File: src/rtl/i2c_cmd_queue.sv
// rtl/i2c_cmd_queue.sv - filtered C&C command FIFO feeding i2c_bus2 with ack-checked replay and backoff
module i2c_cmd_queue #(
  parameter int DEPTH          = 8,
  parameter int BACKOFF_CYCLES = 64,
  parameter int MAX_RETRY      = 15
) (
  input  logic                     clk,
  input  logic                     rst,
  input  logic [5:0]               in_addr,
  input  logic [31:0]              in_data,
  input  logic                     in_valid,
  output logic [5:0]               ds_addr,
  output logic [31:0]              ds_data,
  output logic                     ds_rqst,
  input  logic                     ds_ack,
  input  logic                     ds_ready,
  output logic [$clog2(DEPTH):0]   level,
  output logic                     overflow,
  output logic                     retry_fail,
  output logic [7:0]               drop_count
);
  localparam int AW = $clog2(DEPTH);
  localparam int LW = AW + 1;
  localparam int BW = $clog2(BACKOFF_CYCLES + 1);
  localparam int RW = $clog2(MAX_RETRY + 1);
  localparam logic [LW-1:0] FULL_LEVEL   = LW'(DEPTH);
  localparam logic [BW-1:0] BACKOFF_LOAD = BW'(BACKOFF_CYCLES - 1);
  localparam logic [RW-1:0] RETRY_LAST   = RW'(MAX_RETRY - 1);

  typedef enum logic [1:0] {IDLE, ISSUE, CHECK, BACKOFF} state_t;
  state_t state, next_state;

  logic [37:0]   mem [DEPTH];
  logic [AW-1:0] wr_ptr, rd_ptr;
  logic [6:0]    last_filter;
  logic [RW-1:0] retries;
  logic [BW-1:0] backoff_cnt;

  logic rule_a, rule_b, push_req, full, push, push_drop, pop;
  logic launch, pop_ack, pop_discard, start_backoff;
  logic [8:0] drop_sum;

  always_comb begin
    rule_a    = (in_addr == 6'h3c || in_addr == 6'h3d) && in_data[31:24] == 8'h06;
    rule_b    = (in_addr == 6'h00) && (in_data[23:17] != last_filter);
    push_req  = in_valid && (rule_a || rule_b);
    full      = (level == FULL_LEVEL);
    pop       = pop_ack || pop_discard;
    // a pop in the same cycle frees the slot, so a full FIFO can still accept
    push      = push_req && (!full || pop);
    push_drop = push_req && full && !pop;
    drop_sum  = {1'b0, drop_count} + {8'b0, push_drop} + {8'b0, pop_discard};
  end

  always_ff @(posedge clk) begin
    if (rst) state <= IDLE;
    else     state <= next_state;
  end

  always_comb begin
    next_state    = state;
    ds_rqst       = 1'b0;
    launch        = 1'b0;
    pop_ack       = 1'b0;
    pop_discard   = 1'b0;
    start_backoff = 1'b0;
    case (state)
      IDLE: begin
        if (level != '0 && ds_ready) begin
          launch     = 1'b1;
          next_state = ISSUE;
        end
      end
      ISSUE: begin
        ds_rqst    = 1'b1;
        next_state = CHECK;
      end
      CHECK: begin
        if (ds_ack) begin
          pop_ack    = 1'b1;
          next_state = IDLE;
        end else if (retries == RETRY_LAST) begin
          pop_discard = 1'b1;
          next_state  = IDLE;
        end else begin
          start_backoff = 1'b1;
          next_state    = BACKOFF;
        end
      end
      BACKOFF: begin
        if (backoff_cnt == '0) next_state = IDLE;
      end
      default: next_state = IDLE;
    endcase
  end

  always_ff @(posedge clk) begin
    if (push) mem[wr_ptr] <= {in_addr, in_data};
  end

  always_ff @(posedge clk) begin
    if (rst) begin
      wr_ptr      <= '0;
      rd_ptr      <= '0;
      level       <= '0;
      last_filter <= '0;
      overflow    <= 1'b0;
      retry_fail  <= 1'b0;
      drop_count  <= '0;
      retries     <= '0;
      backoff_cnt <= '0;
      ds_addr     <= '0;
      ds_data     <= '0;
    end else begin
      if (push) wr_ptr <= wr_ptr + AW'(1);
      if (pop)  rd_ptr <= rd_ptr + AW'(1);
      case ({push, pop})
        2'b10:   level <= level + LW'(1);
        2'b01:   level <= level - LW'(1);
        default: level <= level;
      endcase
      // only a committed filter change is remembered, so a dropped one is retried
      if (push && rule_b) last_filter <= in_data[23:17];
      if (push_drop)      overflow    <= 1'b1;
      if (pop_discard)    retry_fail  <= 1'b1;
      drop_count <= drop_sum[8] ? 8'hff : drop_sum[7:0];
      if (start_backoff) retries <= retries + RW'(1);
      else if (pop)      retries <= '0;
      if (start_backoff)                            backoff_cnt <= BACKOFF_LOAD;
      else if (state == BACKOFF && backoff_cnt != '0) backoff_cnt <= backoff_cnt - BW'(1);
      if (launch) {ds_addr, ds_data} <= mem[rd_ptr];
    end
  end
endmodule

File: config.mk
export PLATFORM = sky130hd
export DESIGN_NAME = i2c_cmd_queue
export DESIGN_NICKNAME = d
export VERILOG_FILES = /design/src/rtl/i2c_cmd_queue.sv
export SDC_FILE = /design/constraint.sdc
export NUM_CORES = 1
export LEC_CHECK = 0
export CAP_MARGIN = 20
export CORE_UTILIZATION = 49
export CTS_BUF_LIST = sky130_fd_sc_hd__clkbuf_4 sky130_fd_sc_hd__clkbuf_8
export DETAILED_ROUTE_END_ITERATION = 8
export GPL_ROUTABILITY_DRIVEN = 0
export PLACE_DENSITY = 0.67
export SLEW_MARGIN = 25
export SYNTH_ARGS = -nofsm -noshare
export SYNTH_HDL_FRONTEND = slang
export SYNTH_SLANG_ARGS = --single-unit
export TNS_END_PERCENT = 5
File: constraint.sdc
create_clock -name clk -period 5.2 [get_ports clk]
set_input_delay 1.56 -clock clk [delete_from_list [all_inputs] [get_ports clk]]
set_output_delay 1.56 -clock clk [all_outputs]
set_load 0.03 [all_outputs]
==> impl_metrics.ini, run 1 <==
[layout]
num-nets-final = 996
drive_above_1_share_pct = 22.9
layoutNonFillerInstCount = 1379
utilization_pct = 58.8
finalInstanceArea_sq_um = 17400
synthToLayoutAreaGrowth_pct = 18.4

[critical_path]
cp_data_arrival_time_ps = 4630
slowest_stage = clkdlybuf4s50_1
rr_worst_depth = 12
critical_path_class = in2reg
crit_family = simple AND/OR/NAND/NOR gates
reg2reg_from = retries[0]
worstPathMaxFanout = 9
cp_cell_sequence = clkdlybuf4s50_1 > or4_4 > nor3_4 > o21ai_2 > a21oi_1 > nand2_1 > fa_1 > inv_1 > ha_1 > and4_1 > nand4_1 > a21oi_1
endpoint = drop_count[1]
crit_top_cell = a21oi_1
reg2reg_setup_slack_ps = 2180
critPathLaunch = in_addr[0]
startpoint_type = input pin
timing.rr.end = drop_count[1]
cp_num_cells = 12
crit_path_max_incr_delay_ps = 540
end_kind = register
cp_num_buf_inv = 2
required_ps = 5710

[drt]
ant_nets = 0
firstDrtPassIters = 4
drt-wirelength-per-cell_um = 21.5
viasPerCell = 5.54
drt_iter0_markers = 412
routed_wl_mm = 29.6
remaining_drc_errors = 0
vias = 7637

[timing]
tightest_slew_ps = 967
setup_viol = 0
timing.final.crit_share_pct = 79.2
fin_crit_ps = 4120
slew_headroom_pct = 35.2
fmax_mhz = 243
fin_setup_tns_ps = 0
hold_violations = 0
rsz0062_at_grt = false
slew_viol_final = 0
skew_ps = 45.6

[synth]
syn-num-nets = 854
synth_top_cells_by_area = edfxtp_1 62%, mux4_2 12%, dfxtp_1 11%
synth_most_common_cell = edfxtp_1
synth-seq-cells = 382
syn_inst = 800
syn_area_sq_um = 14700
synth_top_area_cell = edfxtp_1
ys_seq_area_share_pct = 72.8
ys_types = 49
yosysWarnings = 0
synth_edf_count = 304
synth_top_area_share_pct = 62.1
synth_commonest_cells = 304 x edfxtp_1, 78 x dfxtp_1, 76 x mux4_2
syn_avg_cell_area_sq_um = 18.4
synth_ff_type = edfxtp_1
synthArstFlopShare_pct = 0

[global_route]
grt_overflow = 0
grt_pass1_wl_mm = 45.7
grt_start_max_net_pins = 78
grt_usage_pct = 19.9
grt_pass1_vias = 7902
antenna_found_initial = 1

[floorplan]
die_y_um = 175
pin_count = 96
core_area_sq_um = 29600
start_util_pct = 49.7
num_rows = 63
die_x_um = 175
die_area_sq_um = 30700

[hold_path]
hold_start = retry_fail
hold_class = reg2reg

[clock_tree]
h-tree-depth = 2
cts_tree = built
cts.path.max_buffers = 3
cts_made_buffers = 60
post_cts_resized = 0
post_cts_buffers = 0
clock_latency_ps = 610
postCtsHoldBufs = 0
clock-sinks = 382
cts_root_buffer = clkbuf_8
clkSlewWorstSetupHoldPaths_ps = 60

[power]
total_power_uw = 5840
power_leakage_uw = 0.00543
cellPowerDensity_nw_per_um2 = 336
vdd_drop_max_mv = 0.219

[placement]
port-buffer-count = 95
hpwl_mm = 16.8
place_area_sq_um = 16200
placedCellCount = 1270

[run_status]
status = complete, no violations

[job]
drv_cap = 0
==> tightest hold or removal path, delay by kind of cell, from the launching register on <==
| kind | cells | cell delay, ps |
|---|---|---|
| compound gates | 1 | 50 |
| buf+inv | 1 | 50 |
| flops | 1 | 310 |
==> per-layer routing <==
| layer | vias to the layer above | part of all wire, % | GRT usage [%] |
|---|---|---|---|
| met3 | 39 | 4.3 | 3.39 |
| met5 | - | 0 | 0 |
| met2 | 183 | 51 | 33.9 |
| li1 | 3489 | - | - |
| met1 | 3926 | 43 | 26.4 |
| met4 | 0 | 1.6 | 5.69 |
==> area by class of cell <==
cell class,count,area [sq um]
Fill cell,2222,12200
Sequential cell,382,10700
Multi-Input combinational cell,362,3780
Timing Repair Buffer,124,1200
Clock buffer,87,1060
Tap cell,390,488
Clock inverter,21,115
Inverter,12,45.0
Antenna cell,1,2.50
==> power by group <==
group / internal [uW] / total, uW / switching (uW)
Combinational: 44.2 / 108 / 63.7
Clock: 1310 / 2430 / 1120
Sequential: 3300 / 3300 / 2.46
Total: 4650 / 5840 / 1180
==> flip-flops by register name (all words and copies together), names as in the netlist <==
name,cells
backoff_cnt,7
ds_addr,6
retry_fail,1
rd_ptr,3
level,4
wr_ptr,3
overflow,1
mem,304
ds_data,32
retries,4
drop_count,8
last_filter,7
state,2
==> kinds of logic after synthesis <==
family,after synthesis,share of synthesized area (%)
flip-flops,382,72.8
AND/OR/NAND/NOR,128,4.63
multiplexers,126,15.1
AO/OA/AOI/OAI,75,3.61
buffers and inverters,56,1.61
XOR/XNOR,22,1.31
adder cells (fa/ha/maj),11,0.988
==> stage by stage <==
| step | setup WS, ps | hold WS [ps] |
|---|---|---|
| 2_1_floorplan | 702 | 485 |
| 3_3_place_gp | 530 | 435 |
| 3_5_place_dp | 455 | 451 |
| 4_1_cts | 1090 | 460 |
| 5_1_grt | 778 | 496 |
| 6_report | 1080 | 461 |
==> cells in the final DEF, fill, tap and decap left out, types with 2 or more instances in the layout <==
cell,instances
nor2_1,61
nor3_1,12
a21oi_1,17
or3_1,2
buf_4,26
nor4_1,2
or2_2,2
clkinv_1,10
mux2_2,2
o21ai_0,2
clkinvlp_4,2
mux2i_1,48
ha_1,10
xnor2_1,11
a211oi_1,44
mux4_2,76
a31oi_1,3
and4_1,2
nand3_1,5
dfxtp_1,75
a311oi_1,3
clkdlybuf4s50_1,94
clkbuf_4,22
clkbuf_8,65
dfxtp_4,2
nand2b_1,5
xor2_1,11
nor2b_1,5
clkinv_2,7
edfxtp_1,304
buf_12,3
nand2_1,10
inv_1,12
nand4_1,6
and4b_2,3
==> worst min-delay path by stage <==
stage                           endpoint  depth (start not counted)  slack (ps)
after global placement        retry_fail                          2         440
after global routing          retry_fail                          2         500
after CTS                     retry_fail                          2         460
final                         retry_fail                          2         460
after detailed placement      retry_fail                          2         450
after floorplan           last_filter[0]                          2         490
No activity file was read; power rests on OpenSTA's default activity.
==> run 2, diff against run 1 <==
Settings changed: PLACE_DENSITY 0.67 to 0.7.
Clock period 5.2 ns to 3.6 ns, I/O delays scaled along.
==> run 2 against run 1 <==
Net effect: flip-flop and latch count stayed put; count of clock-buffer cells in the layout rose by 6; sequential share of layout area decreased by 2.2 points; global-route usage shrank 0.42 points; via count grew 2.0%; critical path type unchanged; largest power group unchanged; highest routed layer unchanged.
==> impl_metrics.ini, run 2 (synthesis gave the netlist of run 1 again) <==
[run_status]
status = complete, no violations

[critical_path]
slowest_stage = or4_4
cp_num_buf_inv = 2
reg2reg_from = retries[0]
endpoint = level[2]
required_ps = 4090
worstPathMaxFanout = 3
reg2reg_setup_slack_ps = 890
crit_path_max_incr_delay_ps = 540
rr_worst_depth = 15
startpoint_type = input pin
crit_top_cell = xor2_1
end_kind = register
critical_path_class = in2reg
cp_num_cells = 13
crit_family = simple AND/OR/NAND/NOR gates
critPathLaunch = in_addr[4]
cp_cell_sequence = clkdlybuf4s50_1 > or4_4 > nor3_4 > o21ai_2 > a211oi_2 > inv_1 > ha_2 > xor2_1 > ha_1 > a21oi_2 > xor2_1 > or3_1 > a21oi_1
cp_data_arrival_time_ps = 3920
timing.rr.end = level[2]

[clock_tree]
cts_tree = built
cts_made_buffers = 60
clock-sinks = 382
postCtsHoldBufs = 0
clock_latency_ps = 600
clkSlewWorstSetupHoldPaths_ps = 60
cts_root_buffer = clkbuf_8
cts.path.max_buffers = 3
h-tree-depth = 2

[floorplan]
core_area_sq_um = 29600
die_x_um = 175
start_util_pct = 49.7
die_y_um = 175
num_rows = 63
pin_count = 96
die_area_sq_um = 30700

[power]
power.switching_uw = 1720
clkPwrFrac_pct = 42.5
sw_frac_of_total_pct = 20.0
pwr-share-comb_pct = 2.1
power_leakage_uw = 0.00572
power_frac_seq_pct = 55.4
total_power_uw = 8600
p_int_uw = 6880
cellPowerDensity_nw_per_um2 = 477
vdd_drop_max_mv = 0.376

[layout]
final_common_cell = edfxtp_1
diodes = 0
drive_above_1_share_pct = 27.1
utilization_pct = 61.0
layoutNonFillerInstCount = 1425
largest_reg_flops = 304
layout_common_cells = 304 x edfxtp_1, 93 x clkdlybuf4s50_1, 76 x mux4_2
synthToLayoutAreaGrowth_pct = 22.7
finalInstanceArea_sq_um = 18000
num-nets-final = 1038
reg.largest.list = mem x304, ds_data x32, drop_count x8
top_register = mem

[timing]
slew_headroom_pct = 33.7
timing.final.crit_share_pct = 95.5
tightest_slew_ps = 991
skew_ps = 31.8
setup_viol = 0
fin_setup_tns_ps = 0
hold_violations = 0
slew_viol_final = 0
fin_crit_ps = 3440
fmax_mhz = 291

[global_route]
grt_pass1_vias = 7874
grt_usage_pct = 19.5
antenna_found_initial = 0
grt_pass1_wl_mm = 45.1
grt_start_max_net_pins = 78
grt_overflow = 0

[drt]
drt_iter0_markers = 472
ant_nets = 0
firstDrtPassIters = 4
remaining_drc_errors = 0
vias = 7790
routed_wl_mm = 28.8
drt-wirelength-per-cell_um = 20.2
viasPerCell = 5.47

[hold_path]
hold_start = retry_fail
hold_class = reg2reg
holdPathStages = 2

[placement]
hpwl_mm = 17.3
placedCellCount = 1309
place_area_sq_um = 16700
port-buffer-count = 95

[job]
drv_cap = 0
[run 2: cell count changes in the layout (fill, tap and decap cells not counted), sizes merged]
cell | previous run | this run
diode | 1 | 0
clkinv | 17 | 18
clkdlybuf4s50 | 94 | 93
clkbuf | 87 | 93
clkinvlp | 2 | 1
dlygate4sd2 | 0 | 1
inv | 14 | 13
buf | 30 | 72
[run 2: tightest hold or removal path: cells and delay by family (launching register included)]
kind                   cells  cell delay [ps]
DFF                        1              310
buffers and inverters      1               50
AOI/OAI and AO/OA          1               50
[run 2: power by group through the flow]
stage	logic [uW]	registers [uW]	clock network [uW]
floorplan	34.2	4860	0
global placement	172	4860	0
detailed placement	177	4860	0
CTS	178	4760	3730
global route	191	4760	3920
finish	177	4760	3660
[run 2: layer usage]
metal	part of all wire (%)	track usage [%]	vias up	wire length, um
met2	50	32.3	175	14400
met4	2.0	5.72	0	577
met3	4.2	3.57	54	1220
li1	-	-	3585	-
met5	0	0	-	0
met1	44	26.3	3976	12700
[run 2: timing repair]
item / in CTS / in global routing
gates resized for setup: 7 / 4
setup buffers: 3 / 0
setup endpoints to repair: 5 / 10
hold endpoints to repair: 0 / 0
pin swaps: 4 / 3
[run 2: worst min path at each step]
stage,endpoint,slack (ps)
global placement,retry_fail,440
global route,retry_fail,480
floorplan,last_filter[0],490
finish,retry_fail,450
detailed placement,retry_fail,450
CTS,retry_fail,450
[run 2: final cells by class]
type,count,area [sq um]
Clock buffer,93,1150
Clock inverter,20,96.3
Fill cell,2190,11500
Inverter,12,45.0
Multi-Input combinational cell,362,3810
Sequential cell,382,10700
Tap cell,390,488
Timing Repair Buffer,166,1730
[run 2: stage by stage]
stage	hold WS, ps	setup WS (ps)
6_report	451	162
5_1_grt	481	-13.4
4_1_cts	454	100
3_5_place_dp	446	-661
3_3_place_gp	443	-576
2_1_floorplan	485	-383
==> run 3, diff against run 2 <==
Settings changed: CTS_CLUSTER_DIAMETER set to 200, PLACE_DENSITY 0.7 to 0.67.
Clock period 3.6 ns to 4.1 ns, I/O delays scaled along.
==> run 3 against run 2 <==
Net effect: flip-flop and latch count stayed put; setup slack better by 260 ps; combinational power is 14% lower; via count is 0.14% lower; sequential power is 12% lower; clock skew is 2.5 ps lower; sequential share of layout area is 0.42 points higher; hold slack better by 11 ps; critical endpoint is now drop_count[1]; largest power group unchanged; highest routed layer unchanged.
==> impl_metrics.ini, run 3 (synthesis gave the netlist of run 1 again) <==
[drt]
routed_wl_mm = 29.2
remaining_drc_errors = 0
firstDrtPassIters = 7
drt_iter0_markers = 469
viasPerCell = 5.49
vias = 7779
drt-wirelength-per-cell_um = 20.6
ant_nets = 0

[timing]
slew_viol_final = 0
fin_crit_ps = 3680
tightest_slew_ps = 977
slew_headroom_pct = 34.6
setup_viol = 0
hold_violations = 0
fmax_mhz = 272
rsz0062_at_grt = false
skew_ps = 29.4
timing.final.crit_share_pct = 89.8

[placement]
hpwl_mm = 17.1
port-buffer-count = 95
placedCellCount = 1306

[clock_tree]
cts_made_buffers = 59
clock_latency_ps = 600
h-tree-depth = 2
cts.path.max_buffers = 3
clkSlewWorstSetupHoldPaths_ps = 60
post_cts_resized = 0
postCtsHoldBufs = 0
post_cts_buffers = 0
cts_tree = built
cts_root_buffer = clkbuf_8
clock-sinks = 382

[floorplan]
die_x_um = 175
pin_count = 96
die_y_um = 175
core_area_sq_um = 29600
num_rows = 63
die_area_sq_um = 30700
start_util_pct = 49.7

[layout]
drive_above_1_share_pct = 25.4
final_common_cell = edfxtp_1
synthToLayoutAreaGrowth_pct = 21.9
diodes = 0
largest_reg_flops = 304
layout_common_cells = 304 x edfxtp_1, 94 x clkdlybuf4s50_1, 76 x mux4_2
reg.largest.list = mem x304, ds_data x32, drop_count x8
top_register = mem
utilization_pct = 60.6
num-nets-final = 1031
layoutNonFillerInstCount = 1418

[hold_path]
hold_start = retry_fail
holdPathEnd = retry_fail
hold_class = reg2reg
holdPathStages = 2

[run_status]
status = complete, no violations

[critical_path]
crit_path_max_incr_delay_ps = 550
rr_worst_depth = 12
cp_cell_sequence = clkdlybuf4s50_1 > or4_4 > nor3_4 > o21ai_2 > a21oi_1 > nand2_1 > fa_1 > inv_1 > ha_1 > and4_1 > nand4_1 > a21oi_1
required_ps = 4630
cp_data_arrival_time_ps = 4210
reg2reg_from = retries[0]
slowest_stage = or4_4
timing.rr.end = drop_count[1]
critical_path_class = in2reg
startpoint_type = input pin
worstPathMaxFanout = 6
reg2reg_setup_slack_ps = 1320
end_kind = register
crit_top_cell = a21oi_1

[global_route]
grt_pass1_wl_mm = 45.4
grt_usage_pct = 19.8
grt_overflow = 0
grt_pass1_vias = 7855
antenna_found_initial = 0
grt_start_max_net_pins = 78

[power]
vdd_drop_max_mv = 0.263
cellPowerDensity_nw_per_um2 = 416
total_power_uw = 7450
power_leakage_uw = 0.00567

[job]
drv_cap = 0
-- run 3: changes by cell type in the layout (fill, tap and decap cells not counted), sizes merged --
cell and change:
dlygate4sd2 -1, clkinv +8, bufinv +1, clkdlybuf4s50 +1
clkbuf -10, buf -6
-- run 3: power breakdown --
group | switching, uW | internal (uW)
combinational | 83.6 | 68.9
clock | 1420 | 1700
sequential | 2.84 | 4180
-- run 3: worst max path at each step --
stage | start | to | slack, ps | cells past startpoint
2_1_floorplan | in_addr[5] | mem[2][0] | -30 | 6
3_3_place_gp | in_addr[5] | drop_count[0] | -150 | 12
3_5_place_dp | in_addr[5] | drop_count[1] | -200 | 12
4_1_cts | in_addr[5] | drop_count[3] | 420 | 12
5_1_grt | in_addr[5] | drop_count[5] | 180 | 12
6_report | in_addr[5] | drop_count[1] | 420 | 12
-- run 3: cell type report --
class,instances,area [sq um]
Clock buffer,83,1040
Clock inverter,29,169
Fill cell,2201,11700
Inverter,12,45.0
Multi-Input combinational cell,362,3780
Sequential cell,382,10700
Tap cell,390,488
Timing Repair Buffer,160,1680
-- run 3: layer usage --
metal	up-vias	global-route usage [%]	share of wire, %
met5	-	0	0
met4	0	5.04	1.6
met3	43	3.66	5.4
met2	215	32.9	49
met1	3955	27.0	44
li1	3566	-	-
-- run 3: through the flow --
step	hold WS [ps]	instance area [sq um]	setup TNS, ps	setup slack (ps)
after floorplan	485	14700	-1240	-32.6
after global placement	438	16700	-1180	-151
after detailed placement	463	16700	-1590	-204
after CTS	470	17900	0	424
after global routing	486	17900	0	178
final	462	17900	0	419
-- run 3: worst max-delay path: cells and delay by family --
kind / cells / cell delay, ps
buf+inv: 2 / 490
simple gates: 5 / 1370
fa+ha+maj: 2 / 610
compound gates: 3 / 490
